## src/rtl/game_pkg.sv

```systemverilog
// rtl/game_pkg.sv - shared screen encoding, difficulty limit and time-load helper
package game_pkg;

  typedef enum logic [2:0] {
    TITLE  = 3'd0,
    SELECT = 3'd1,
    PLAY   = 3'd2,
    HIT    = 3'd3,
    WIN    = 3'd4,
    LOSE   = 3'd5
  } screen_t;

  localparam int MAX_DIFF = 3;

  // Seconds granted for a difficulty level; arguments default to the standard game tuning.
  function automatic logic [7:0] time_for(input logic [1:0] diff,
                                          input int base_time = 120,
                                          input int time_step = 30);
    return 8'(base_time - time_step * int'(diff));
  endfunction

endpackage

```

## src/rtl/game_timer.sv

```systemverilog
// rtl/game_timer.sv - frame-to-second divider and remaining-seconds down-counter
module game_timer #(
  parameter int FRAMES_PER_SEC = 60
) (
  input  logic       clk,
  input  logic       reset,
  input  logic       load,
  input  logic [7:0] load_val,
  input  logic       run,
  input  logic       frame_tick,
  output logic [7:0] time_left,
  output logic       expire_pulse
);

  localparam int FW = (FRAMES_PER_SEC > 1) ? $clog2(FRAMES_PER_SEC) : 1;

  logic [FW-1:0] frame_cnt;
  logic          wrap;

  assign wrap = run && frame_tick && (frame_cnt == FW'(FRAMES_PER_SEC - 1));
  // Flags the wrap whose decrement lands on zero, so the FSM can leave PLAY on the same edge.
  assign expire_pulse = wrap && !load && (time_left <= 8'd1);

  always_ff @(posedge clk or posedge reset) begin
    if (reset) begin
      time_left <= 8'd0;
      frame_cnt <= '0;
    end else if (load) begin
      time_left <= load_val;
      frame_cnt <= '0;
    end else if (run && frame_tick) begin
      if (wrap) begin
        frame_cnt <= '0;
        if (time_left != 8'd0) time_left <= time_left - 8'd1;
      end else begin
        frame_cnt <= frame_cnt + 1'b1;
      end
    end
  end

endmodule

```

## src/rtl/game_flow_controller.sv

```systemverilog
// rtl/game_flow_controller.sv - game screen sequencer owning lives, difficulty, timer and motion gate
module game_flow_controller
  import game_pkg::*;
#(
  parameter int FRAMES_PER_SEC = 60,
  parameter int BASE_TIME      = 120,
  parameter int TIME_STEP      = 30,
  parameter int START_LIVES    = 3,
  parameter int HIT_FRAMES     = 60
) (
  input  logic       clk,
  input  logic       reset,
  input  logic       frame_tick,
  input  logic       press,
  input  logic       key_up,
  input  logic       key_down,
  input  logic       goal_hit,
  input  logic       enemy_hit,
  output screen_t    screen,
  output logic [1:0] sel_row,
  output logic [1:0] difficulty,
  output logic [1:0] lives,
  output logic [7:0] time_left,
  output logic       move_en,
  output logic       respawn
);

  localparam int HW = (HIT_FRAMES > 1) ? $clog2(HIT_FRAMES) : 1;

  if ((BASE_TIME - TIME_STEP * MAX_DIFF) < 0 || BASE_TIME > 255) begin : g_bad_time
    $error("game_flow_controller: time load out of 8-bit range for some difficulty");
  end
  if (START_LIVES < 0 || START_LIVES > 3 || HIT_FRAMES < 1 || FRAMES_PER_SEC < 1) begin : g_bad_cfg
    $error("game_flow_controller: START_LIVES, HIT_FRAMES or FRAMES_PER_SEC out of range");
  end

  logic press_q, up_q, down_q;
  logic press_rise, up_rise, down_rise;
  logic [HW-1:0] hit_cnt, hit_cnt_d;
  screen_t screen_d;
  logic [1:0] sel_row_d, difficulty_d, lives_d;
  logic respawn_d;
  logic t_load, t_run, expire;
  logic [7:0] t_load_val;

  assign press_rise = press & ~press_q;
  assign up_rise    = key_up & ~up_q;
  assign down_rise  = key_down & ~down_q;

  // Timer controls sit outside the FSM process so expire never feeds back into its own source.
  assign t_run      = (screen == PLAY) && !goal_hit && !enemy_hit;
  assign t_load     = ((screen == SELECT) && press_rise) ||
                      ((screen == PLAY) && !goal_hit && enemy_hit);
  assign t_load_val = (screen == SELECT) ? time_for(sel_row, BASE_TIME, TIME_STEP) : time_left;

  game_timer #(.FRAMES_PER_SEC(FRAMES_PER_SEC)) u_timer (
    .clk         (clk),
    .reset       (reset),
    .load        (t_load),
    .load_val    (t_load_val),
    .run         (t_run),
    .frame_tick  (frame_tick),
    .time_left   (time_left),
    .expire_pulse(expire)
  );

  always_ff @(posedge clk or posedge reset) begin
    if (reset) begin
      screen     <= TITLE;
      sel_row    <= 2'd0;
      difficulty <= 2'd0;
      lives      <= 2'd0;
      move_en    <= 1'b0;
      respawn    <= 1'b0;
      hit_cnt    <= '0;
      press_q    <= 1'b0;
      up_q       <= 1'b0;
      down_q     <= 1'b0;
    end else begin
      screen     <= screen_d;
      sel_row    <= sel_row_d;
      difficulty <= difficulty_d;
      lives      <= lives_d;
      move_en    <= (screen_d == PLAY);
      respawn    <= respawn_d;
      hit_cnt    <= hit_cnt_d;
      press_q    <= press;
      up_q       <= key_up;
      down_q     <= key_down;
    end
  end

  always_comb begin
    screen_d     = screen;
    sel_row_d    = sel_row;
    difficulty_d = difficulty;
    lives_d      = lives;
    respawn_d    = 1'b0;
    hit_cnt_d    = hit_cnt;
    case (screen)
      TITLE: begin
        if (press_rise) begin
          screen_d  = SELECT;
          sel_row_d = 2'd0;
        end
      end
      SELECT: begin
        // A confirm outranks any arrow edge arriving with it.
        if (press_rise) begin
          screen_d     = PLAY;
          difficulty_d = sel_row;
          lives_d      = 2'(START_LIVES);
          respawn_d    = 1'b1;
        end else if (up_rise && !down_rise) begin
          if (sel_row != 2'd0) sel_row_d = sel_row - 2'd1;
        end else if (down_rise && !up_rise) begin
          if (sel_row != 2'(MAX_DIFF)) sel_row_d = sel_row + 2'd1;
        end
      end
      PLAY: begin
        if (goal_hit) begin
          screen_d = WIN;
        end else if (enemy_hit) begin
          screen_d  = HIT;
          hit_cnt_d = '0;
          if (lives != 2'd0) lives_d = lives - 2'd1;
        end else if (expire) begin
          screen_d = LOSE;
        end
      end
      HIT: begin
        if (frame_tick) begin
          if (hit_cnt == HW'(HIT_FRAMES - 1)) begin
            hit_cnt_d = '0;
            if (lives == 2'd0) begin
              screen_d = LOSE;
            end else begin
              screen_d  = PLAY;
              respawn_d = 1'b1;
            end
          end else begin
            hit_cnt_d = hit_cnt + 1'b1;
          end
        end
      end
      WIN, LOSE: begin
        if (press_rise) screen_d = TITLE;
      end
      default: screen_d = TITLE;
    endcase
  end

endmodule

```

## config.mk

```make
export PLATFORM = sky130hd
export DESIGN_NAME = game_flow_controller
export DESIGN_NICKNAME = d
export VERILOG_FILES = /design/src/rtl/game_pkg.sv /design/src/rtl/game_timer.sv /design/src/rtl/game_flow_controller.sv
export SDC_FILE = /design/constraint.sdc
export NUM_CORES = 1
export LEC_CHECK = 0
export CAP_MARGIN = 20
export CORE_MARGIN = 2
export CORE_UTILIZATION = 45
export DETAILED_ROUTE_END_ITERATION = 8
export DONT_BUFFER_PORTS = 1
export GPL_TIMING_DRIVEN = 0
export PLACE_DENSITY_LB_ADDON = 0.05
export SLEW_MARGIN = 10
export SYNTH_ARGS = -nofsm -noshare
export SYNTH_HDL_FRONTEND = slang
export SYNTH_SLANG_ARGS = --single-unit
```

## constraint.sdc

```tcl
create_clock -name clk -period 1.75 [get_ports clk]
set_clock_uncertainty 0.05 [all_clocks]
set_input_delay 0.0875 -clock clk [delete_from_list [all_inputs] [get_ports clk]]
set_output_delay 0.0875 -clock clk [all_outputs]
set_load 0.05 [all_outputs]
```

==> impl_metrics.py, run 1 <==
metrics = {
    "run_status": {
        "status": "finished with violations",
        "violations": "setup timing",
    },
    "logic_synthesis": {
        "yosysTopAreaCell": "dfrtp_1",
        "synth-edff-count": 0,
        "synthFlopType": "dfrtp_1",
        "syn_inst": 224,
        "synth_area_leaders": "dfrtp_1, ha_1, nor2_1",
        "yosysWarnings": 0,
        "yosysSeqAreaShare_pct": 40.8,
        "syn_nets": 244,
        "yosys.area.top_type_share_pct": 40.8,
        "synth_async_sr_flop_share_pct": 100,
        "netlist_area_mm2": 0.00208,
        "postSynthAreaPerCell_um2": 9.30,
        "synth_cell_types": 49,
        "ys_ff_latch": 34,
    },
    "clocking": {
        "clk_pin_slew_ns": 0.07,
        "numCtsBuffers": 5,
        "cts.path.max_buffers": 2,
        "clkSinkCount": 34,
        "insertion_delay_ns": 0.28,
        "htreeDepth": 2,
        "cts_tree": "done",
        "cts_root_buf": "clkbuf_8",
    },
    "detailed_routing": {
        "dr.pass1.iters": 5,
        "viasPerCell": 5.85,
        "drc": 0,
        "via_count": 1803,
        "post_drt_wl_per_cell_um": 16.3,
        "drt_wl_total_um": 5030,
        "drt_iter0_drc": 69,
        "drtAntennaViolNets": 0,
    },
    "global_route": {
        "grt_pass1_vias": 1808,
        "grt_pass1_wl_um": 8620,
        "grt_usage_pct": 21.4,
        "overflow": 0,
        "grt_max_degree": 35,
        "antenna_found_initial": 0,
    },
    "sta": {
        "report.final.slew_viol_count": 0,
        "holdWs_ns": 0.0382,
        "final.period_utilization_pct": 118,
        "fin_ws_ns": -0.313,
        "hold_violations": 0,
        "layout_min_cycle_time_ns": 2.06,
        "setup_tns_ns": -5.84,
        "slew_headroom_pct": 52.4,
        "clock.fmax_mhz": 485,
        "rsz0062_at_grt": "yes",
        "tightest_slew_ns": 0.713,
        "setup_viol": 29,
    },
    "power_and_ir_drop": {
        "power.total_mw": 3.75,
        "p_leak_nw": 1.09,
        "vdd_drop_max_uv": 676,
        "pwr_density_cell_mw_per_mm2": 1420,
    },
    "floorplan": {
        "die_h_um": 72.0,
        "start_util_pct": 47.2,
        "coreArea_mm2": 0.00441,
        "ios": 27,
        "die-width_um": 72.0,
        "row_count": 24,
        "die_area_mm2": 0.00519,
    },
    "cells_and_area": {
        "fin_util_pct": 59.8,
        "num_antenna_cells": 0,
        "nFillCells": 401,
        "areaGrowthSynthToFinish_pct": 26.7,
        "drive_above_1_share_pct": 27.7,
        "final_nets": 275,
        "layout.cells.non_filler": 308,
        "fin_area_mm2": 0.00264,
    },
    "critical_path": {
        "rr_startpoint": "screen[2]$_DFF_PP0_",
        "crit_path_end": "u_timer.time_left[6]$_DFFE_PP0P_",
        "critPathLaunchType": "flip-flop",
        "r2r_slack_ns": -0.31,
        "worst-path-stages": 6,
        "worstSetupPathType": "flip-flop to flip-flop",
        "path_delay_family": "simple AND/OR/NAND/NOR gates",
        "worst_r2r_path_depth": 6,
        "end_kind": "flip-flop",
        "reg2reg_to": "u_timer.time_left[6]$_DFFE_PP0P_",
        "crit_slowest_cell": "or4b_4",
        "critical_path_buf_inv_count": 1,
        "path_max_fanout": 6,
        "crit_start": "screen[2]$_DFF_PP0_",
        "cpPeakStageDelay_ns": 0.54,
        "crit_chain": "or4b_4, nor4_4, buf_4, nand2_4, a21o_1, a32o_1",
        "required_ns": 1.87,
        "crit_arrival_ns": 2.19,
    },
    "place": {
        "io_buffers": 0,
        "dp_cells": 276,
        "dp_hpwl_um": 3380,
        "place_area_mm2": 0.00219,
        "place_congestion": 0.868,
        "pre_cts_slack_ns": -0.608,
    },
    "flow_run": {
        "max-cap-violations": 0,
    },
    "worst_hold_path": {
        "hold_path_class": "primary input to flip-flop",
    },
}
## placed cells by master (no fill, tap or decap), drive strengths merged, types with 2 or more instances in the layout
cell type    synthesis  final
a21boi               2      2
a21oi               13     13
a31oi                3      3
a32o                 2      2
buf                  3     22
clkbuf               3      9
dfrtp               34     34
dlygate4sd3          0      5
ha                  12     12
inv                 14     14
mux2i                6      6
nand2               21     21
nand2b               3      3
nand3               10     10
nand4                2      2
nor2                22     22
nor2b                5      5
nor3                 3      3
nor3b                5      5
nor4                 3      3
nor4b                2      2
o211ai               6      6
o21ai               12     12
o22ai                2      2
o2bb2ai              2      2
o31ai                2      2
or2                  2      2
or3b                 2      2
xnor2                3      3
xor2                 9      9
## repair_timing
action | in CTS | in global routing
hold endpoints to repair | 38 | 0
resized for setup | 36 | 17
pin swaps | 13 | 14
buffers inserted | 17 | 2
setup endpoints to repair | 31 | 31
hold buffers | 5 | 0
## flip-flops by register name (all words and copies together), names as in the netlist
register,count
hit_cnt,6
down_q,1
u_timer.frame_cnt,6
difficulty,2
lives,2
sel_row,2
screen,3
press_q,1
move_en,1
u_timer.time_left,8
respawn,1
up_q,1
## how the worst min path moves through the flow
| stage | start | endpoint | depth (start not counted) |
|---|---|---|---|
| after CTS | frame_tick | screen[0]$_DFF_PP0_ | 2 |
| after detailed placement | key_up | up_q$_DFF_PP0_ | 0 |
| final | frame_tick | screen[1]$_DFF_PP0_ | 3 |
| after global routing | frame_tick | screen[0]$_DFF_PP0_ | 2 |
| after global placement | key_down | down_q$_DFF_PP0_ | 0 |
| after floorplan | key_down | down_q$_DFF_PP0_ | 0 |
## final cells by class
class                      count  area, um2  area share (%)
inverter                      14       55.1            2.09
clock inverter                 1       5.00           0.190
timing repair buffer          24        210            7.96
sequential                    34        873            33.1
buffer                         6       43.8            1.66
tap                           52       65.1            2.46
multi-input combinational    170       1300            49.3
clock buffer                   7       86.3            3.27
## kinds of logic after synthesis
family                   Yosys count  share of synthesized area (%)
AO/OA/AOI/OAI                     54                           17.4
adder cells (fa/ha/maj)           12                           7.21
AND/OR/NAND/NOR                   86                           22.9
XOR/XNOR                          12                           5.05
flip-flops                        34                           40.8
buffers and inverters             20                           3.78
multiplexers                       6                           2.88
## where the power goes
part           leakage, nW  switching (mW)  total (mW)  internal, mW
clock network       0.0482           0.281       0.598         0.317
registers            0.420           0.862        1.88          1.02
logic                0.619           0.681        1.27         0.589
## cells in the mapped netlist (4+ instances only)
cell      count
dfrtp_1      34
nor2_1       22
nand2_1      20
inv_1        14
a21oi_1      13
ha_1         12
o21ai_0      12
nand3_1      10
xor2_1        9
mux2i_1       6
o211ai_1      6
nor2b_1       5
nor3b_1       4
## per-layer routing
layer	vias to the layer above	routed length, um	GRT usage [%]
li1	862	-	-
met1	893	2280	27.8
met2	43	2400	34.2
met3	5	290	6.11
met4	0	56	7.55
met5	-	0	0
## worst reg2reg max path: stages (launching register included)
cell,delay [ns]
dfrtp_2,0.53
or4b_4,0.54
nor4_4,0.18
buf_4,0.20
nand2_4,0.06
a21o_1,0.15
a32o_1,0.24
No activity file was read; power rests on OpenSTA's default activity.
==> run 2: changes to the inputs <==
--- a/config.mk
+++ b/config.mk
@@ -12,6 +12,7 @@
 export DONT_BUFFER_PORTS = 1
 export GPL_TIMING_DRIVEN = 0
 export PLACE_DENSITY_LB_ADDON = 0.05
+export REMOVE_ABC_BUFFERS = 1
 export SLEW_MARGIN = 10
 export SYNTH_ARGS = -nofsm -noshare
 export SYNTH_HDL_FRONTEND = slang
==> impl_metrics.py, run 2 (same netlist as run 1, synthesis figures left out) <==
metrics = {
    "clocking": {
        "numCtsBuffers": 5,
        "htreeDepth": 2,
        "clk_pin_slew_ns": 0.07,
        "clkSinkCount": 34,
        "cts.path.max_buffers": 2,
        "insertion_delay_ns": 0.28,
        "cts_root_buf": "clkbuf_8",
        "cts_tree": "done",
    },
    "sta": {
        "slew_headroom_pct": 51.8,
        "tightest_slew_ns": 0.722,
        "hold_violations": 0,
        "report.final.slew_viol_count": 0,
        "setup_viol": 26,
        "clock.fmax_mhz": 468,
        "fin_ws_ns": -0.387,
        "final.period_utilization_pct": 122,
        "layout_min_cycle_time_ns": 2.14,
        "setup_tns_ns": -6.84,
        "rsz0062_at_grt": "yes",
    },
    "run_status": {
        "violations": "setup timing",
        "status": "finished with violations",
    },
    "flow_run": {
        "max-cap-violations": 0,
    },
    "place": {
        "place_congestion": 0.856,
        "dp_hpwl_um": 3210,
        "pre_cts_slack_ns": -1.06,
        "io_buffers": 0,
        "place_area_mm2": 0.00212,
    },
    "worst_hold_path": {
        "hold_path_class": "primary input to flip-flop",
    },
    "global_route": {
        "grt_pass1_vias": 1776,
        "overflow": 0,
        "grt_usage_pct": 20.2,
        "grt_max_degree": 35,
        "antenna_found_initial": 0,
        "grt_pass1_wl_um": 8220,
    },
    "cells_and_area": {
        "num_antenna_cells": 0,
        "top_regs": "u_timer.time_left x8, hit_cnt x6, u_timer.frame_cnt x6",
        "largest_reg_flops": 8,
        "regMostFlops": "u_timer.time_left",
        "layout_commonest_cell": "dfrtp_1",
        "multi_input_area_mm2": 0.00123,
        "drive_above_1_share_pct": 16.8,
        "fin_area_mm2": 0.00246,
        "final_cell_mix": "dfrtp_1, nor2_1, nand2_1, a21oi_1",
        "areaGrowthSynthToFinish_pct": 18.0,
        "register_area_um2": 872,
        "nFillCells": 396,
        "final_nets": 263,
    },
    "floorplan": {
        "start_util_pct": 47.2,
        "die_h_um": 72.0,
        "coreArea_mm2": 0.00441,
        "die_area_mm2": 0.00519,
        "row_count": 24,
        "ios": 27,
        "die-width_um": 72.0,
    },
    "detailed_routing": {
        "drtAntennaViolNets": 0,
        "post_drt_wl_per_cell_um": 16.3,
        "via_count": 1726,
        "viasPerCell": 5.83,
        "met1_length_um": 2130,
        "drt_iter0_drc": 63,
        "drt_wl_total_um": 4820,
        "drc": 0,
        "dr.pass1.iters": 4,
        "highest_layer": "met4",
        "met2_length_um": 2230,
        "wl_met3_um": 360,
    },
    "critical_path": {
        "worstSetupPathType": "flip-flop to flip-flop",
        "end_kind": "flip-flop",
        "crit_arrival_ns": 2.26,
        "path_max_fanout": 8,
        "critPathLaunchType": "flip-flop",
        "required_ns": 1.87,
        "r2r_slack_ns": -0.39,
    },
    "power_and_ir_drop": {
        "pwr_density_cell_mw_per_mm2": 1480,
        "p_leak_nw": 1.03,
        "vdd_drop_max_uv": 850,
    },
}
run 2: changes by cell type in the layout (fill, tap and decap cells not counted), moves of 4 or more:
cell | before | now
buf_4 | 15 | 9
dfrtp_2 | 6 | 2
buf_6 | 6 | 0
o21ai_2 | 4 | 0
o21ai_0 | 5 | 12
run 2: final cells by class:
cell class                      count  share of cell area (%)
Timing Repair Buffer               18                    5.70
Sequential cell                    34                    35.5
Inverter                           14                    2.29
Tap cell                           52                    2.65
Multi-Input combinational cell    170                    50.2
Clock buffer                        7                    3.51
Clock inverter                      1                   0.204
run 2: repair_timing:
item,CTS,global route
pin swaps,9,5
hold buffers,5,0
setup endpoints to repair,31,29
gates cloned,0,0
resized for setup,19,10
setup buffers,10,3
hold endpoints to repair,38,0
run 2: worst paths after layout:
| kind | start | end | cells after the start |
|---|---|---|---|
| max in group asynchronous | reset | screen[0]$_DFF_PP0_ | 2 |
| setup reg to reg | screen[2]$_DFF_PP0_ | u_timer.time_left[6]$_DFFE_PP0P_ | 6 |
| hold reg to reg | hit_cnt[0]$_DFFE_PP0P_ | hit_cnt[0]$_DFFE_PP0P_ | 1 |
| setup / recovery | screen[2]$_DFF_PP0_ | u_timer.time_left[6]$_DFFE_PP0P_ | 6 |
| min in group asynchronous | reset | hit_cnt[1]$_DFFE_PP0P_ | 2 |
| hold / removal | enemy_hit | screen[1]$_DFF_PP0_ | 2 |
run 2: critical path, cell delays in order (launching register included):
cell,delay [ns]
dfrtp_4,0.60
or4b_4,0.54
nor4_4,0.21
buf_4,0.18
nand2_4,0.05
a21o_1,0.15
a32o_1,0.24
run 2: report_power, final:
| part | total (mW) | switching (mW) | leakage, nW | internal (mW) |
|---|---|---|---|---|
| clock | 0.596 | 0.279 | 0.0482 | 0.317 |
| combinational | 1.11 | 0.593 | 0.558 | 0.518 |
| sequential | 1.93 | 0.906 | 0.422 | 1.02 |
run 2: through the flow:
stage	power [mW]	hold slack [ns]	instances	utilization (%)
5_1_grt	3.89	0.0374	296	55.7
4_1_cts	3.54	0.00364	293	53.9
3_5_place_dp	2.77	0.0690	270	48.1
2_1_floorplan	2.51	0.0689	218	-
6_report	3.64	0.00890	296	55.7
3_3_place_gp	2.71	0.0690	270	48.1
run 2: per-layer routing:
metal | global-route usage [%] | up-vias
li1 | - | 839
met1 | 25.5 | 815
met2 | 32.4 | 63
met3 | 6.25 | 9
met4 | 7.97 | 0
met5 | 0 | -
==> run 3: changes to the inputs <==
--- a/config.mk
+++ b/config.mk
@@ -13,6 +13,7 @@
 export GPL_TIMING_DRIVEN = 0
 export PLACE_DENSITY_LB_ADDON = 0.05
 export REMOVE_ABC_BUFFERS = 1
+export SKIP_CTS_REPAIR_TIMING = 1
 export SLEW_MARGIN = 10
 export SYNTH_ARGS = -nofsm -noshare
 export SYNTH_HDL_FRONTEND = slang
==> impl_metrics.py, run 3 (same netlist as run 1, synthesis figures left out) <==
metrics = {
    "run_status": {
        "status": "finished with violations",
        "violations": "setup timing",
    },
    "sta": {
        "final.period_utilization_pct": 130,
        "setup_viol": 26,
        "hold_violations": 0,
        "report.final.slew_viol_count": 0,
        "clock.fmax_mhz": 441,
        "layout_min_cycle_time_ns": 2.27,
        "tightest_slew_ns": 0.716,
        "slew_headroom_pct": 52.2,
        "rsz0062_at_grt": "yes",
        "setup_tns_ns": -8.33,
        "fin_ws_ns": -0.519,
    },
    "floorplan": {
        "die_area_mm2": 0.00519,
        "coreArea_mm2": 0.00441,
        "row_count": 24,
        "die_h_um": 72.0,
        "start_util_pct": 47.2,
        "die-width_um": 72.0,
        "ios": 27,
    },
    "flow_run": {
        "max-cap-violations": 0,
    },
    "global_route": {
        "grt_max_degree": 35,
        "grt_usage_pct": 19.2,
        "antenna_found_initial": 0,
        "overflow": 0,
        "grt_pass1_wl_um": 7810,
        "grt_pass1_vias": 1684,
    },
    "clocking": {
        "cts_root_buf": "clkbuf_8",
        "insertion_delay_ns": 0.28,
        "clkSinkCount": 34,
        "numCtsBuffers": 5,
        "clk_pin_slew_ns": 0.07,
        "htreeDepth": 2,
        "cts_tree": "done",
        "cts.path.max_buffers": 2,
    },
    "critical_path": {
        "crit_start": "screen[2]$_DFF_PP0_",
        "crit_arrival_ns": 2.39,
        "rr_startpoint": "screen[2]$_DFF_PP0_",
        "worst_r2r_path_depth": 6,
        "crit_slowest_cell": "dfrtp_4",
        "required_ns": 1.87,
        "r2r_slack_ns": -0.52,
        "worst-path-stages": 6,
        "cpPeakStageDelay_ns": 0.60,
        "path_max_fanout": 8,
        "path_delay_family": "simple AND/OR/NAND/NOR gates",
        "crit_chain": "or4b_4, nor4_4, buf_4, nand2_4, a21o_1, a32o_1",
        "critical_path_buf_inv_count": 1,
        "reg2reg_to": "u_timer.time_left[6]$_DFFE_PP0P_",
        "worstSetupPathType": "flip-flop to flip-flop",
        "end_kind": "flip-flop",
        "critPathLaunchType": "flip-flop",
        "crit_path_end": "u_timer.time_left[6]$_DFFE_PP0P_",
    },
    "place": {
        "place_congestion": 0.856,
        "pre_cts_slack_ns": -1.06,
        "io_buffers": 0,
        "dp_hpwl_um": 3210,
    },
    "power_and_ir_drop": {
        "seqPwrFrac_pct": 53.1,
        "clkPwrFrac_pct": 16.5,
        "power.total_mw": 3.61,
        "pwr_density_cell_mw_per_mm2": 1490,
        "p_int_mw": 1.85,
        "vdd_drop_max_uv": 828,
        "p_sw_share_pct": 48.9,
        "p_switching_mw": 1.77,
        "p_leak_nw": 1.01,
        "power_frac_comb_pct": 30.4,
    },
    "detailed_routing": {
        "drt_wl_total_um": 4840,
        "viasPerCell": 5.86,
        "drtAntennaViolNets": 0,
        "drc": 0,
        "dr.pass1.iters": 4,
        "via_count": 1712,
        "post_drt_wl_per_cell_um": 16.6,
        "drt_iter0_drc": 54,
    },
    "cells_and_area": {
        "fin_util_pct": 54.9,
        "largest_reg_flops": 8,
        "regMostFlops": "u_timer.time_left",
        "areaGrowthSynthToFinish_pct": 16.4,
        "final_cell_mix": "dfrtp_1, nor2_1, nand2_1, a21oi_1, inv_1",
        "top_regs": "u_timer.time_left x8, hit_cnt x6, u_timer.frame_cnt x6",
        "drive_above_1_share_pct": 17.1,
        "num_antenna_cells": 0,
        "layout_commonest_cell": "dfrtp_1",
        "final_nets": 259,
    },
    "worst_hold_path": {
        "hold_path_class": "primary input to flip-flop",
    },
}
-- run 3: changes by cell type in the layout (fill, tap and decap cells not counted) --
cell             delta
nor4_4              -1
clkdlybuf4s25_1     -1
nor4_2              +1
buf_1               -2
nand3_2             +1
nand3_1             -1
buf_4               -3
o21ai_1             +1
o21ai_0             -1
clkbuf_2            +2
-- run 3: area by class of cell --
| class | count | area, um2 |
|---|---|---|
| well taps | 52 | 65.1 |
| clock buffers | 7 | 86.3 |
| multi-input cells | 170 | 1230 |
| inverters | 14 | 56.3 |
| flip-flops and latches | 34 | 872 |
| repair buffers | 14 | 110 |
| fillers | 405 | 1990 |
| clock inverters | 1 | 5.00 |
-- run 3: worst min-delay path by stage --
stage	from	end	slack, ns	cells after the start
3_3_place_gp	key_down	down_q$_DFF_PP0_	0.07	0
2_1_floorplan	key_down	down_q$_DFF_PP0_	0.07	0
5_1_grt	enemy_hit	screen[1]$_DFF_PP0_	0.04	2
4_1_cts	reset	u_timer.frame_cnt[0]$_DFFE_PP0N_	-0.23	1
6_report	enemy_hit	screen[1]$_DFF_PP0_	0.009	2
3_5_place_dp	key_down	down_q$_DFF_PP0_	0.07	0
-- run 3: metrics by stage --
step | area, um2 | cells | hold WS [ns]
finish | 2420 | 292 | 0.00873
global route | 2420 | 292 | 0.0368
CTS | 2210 | 278 | -0.233
detailed placement | 2120 | 270 | 0.0690
global placement | 2120 | 270 | 0.0690
floorplan | 2060 | 218 | 0.0689
-- run 3: metal layers --
| metal | part of all wire [%] | track usage, % | vias to the layer above |
|---|---|---|---|
| met5 | 0 | 0 | - |
| met4 | 1.2 | 6.50 | 0 |
| met3 | 6.0 | 6.39 | 5 |
| met2 | 48 | 30.8 | 42 |
| met1 | 45 | 24.5 | 835 |
| li1 | - | - | 830 |
-- run 3: power groups by stage --
stage          combinational, mW  clock, mW  sequential [mW]
5_1_grt                     1.25      0.655             1.96
6_report                    1.10      0.596             1.92
4_1_cts                    0.878      0.616             1.88
3_5_place_dp               0.870          0             1.90
2_1_floorplan              0.708          0             1.80
3_3_place_gp               0.825          0             1.89
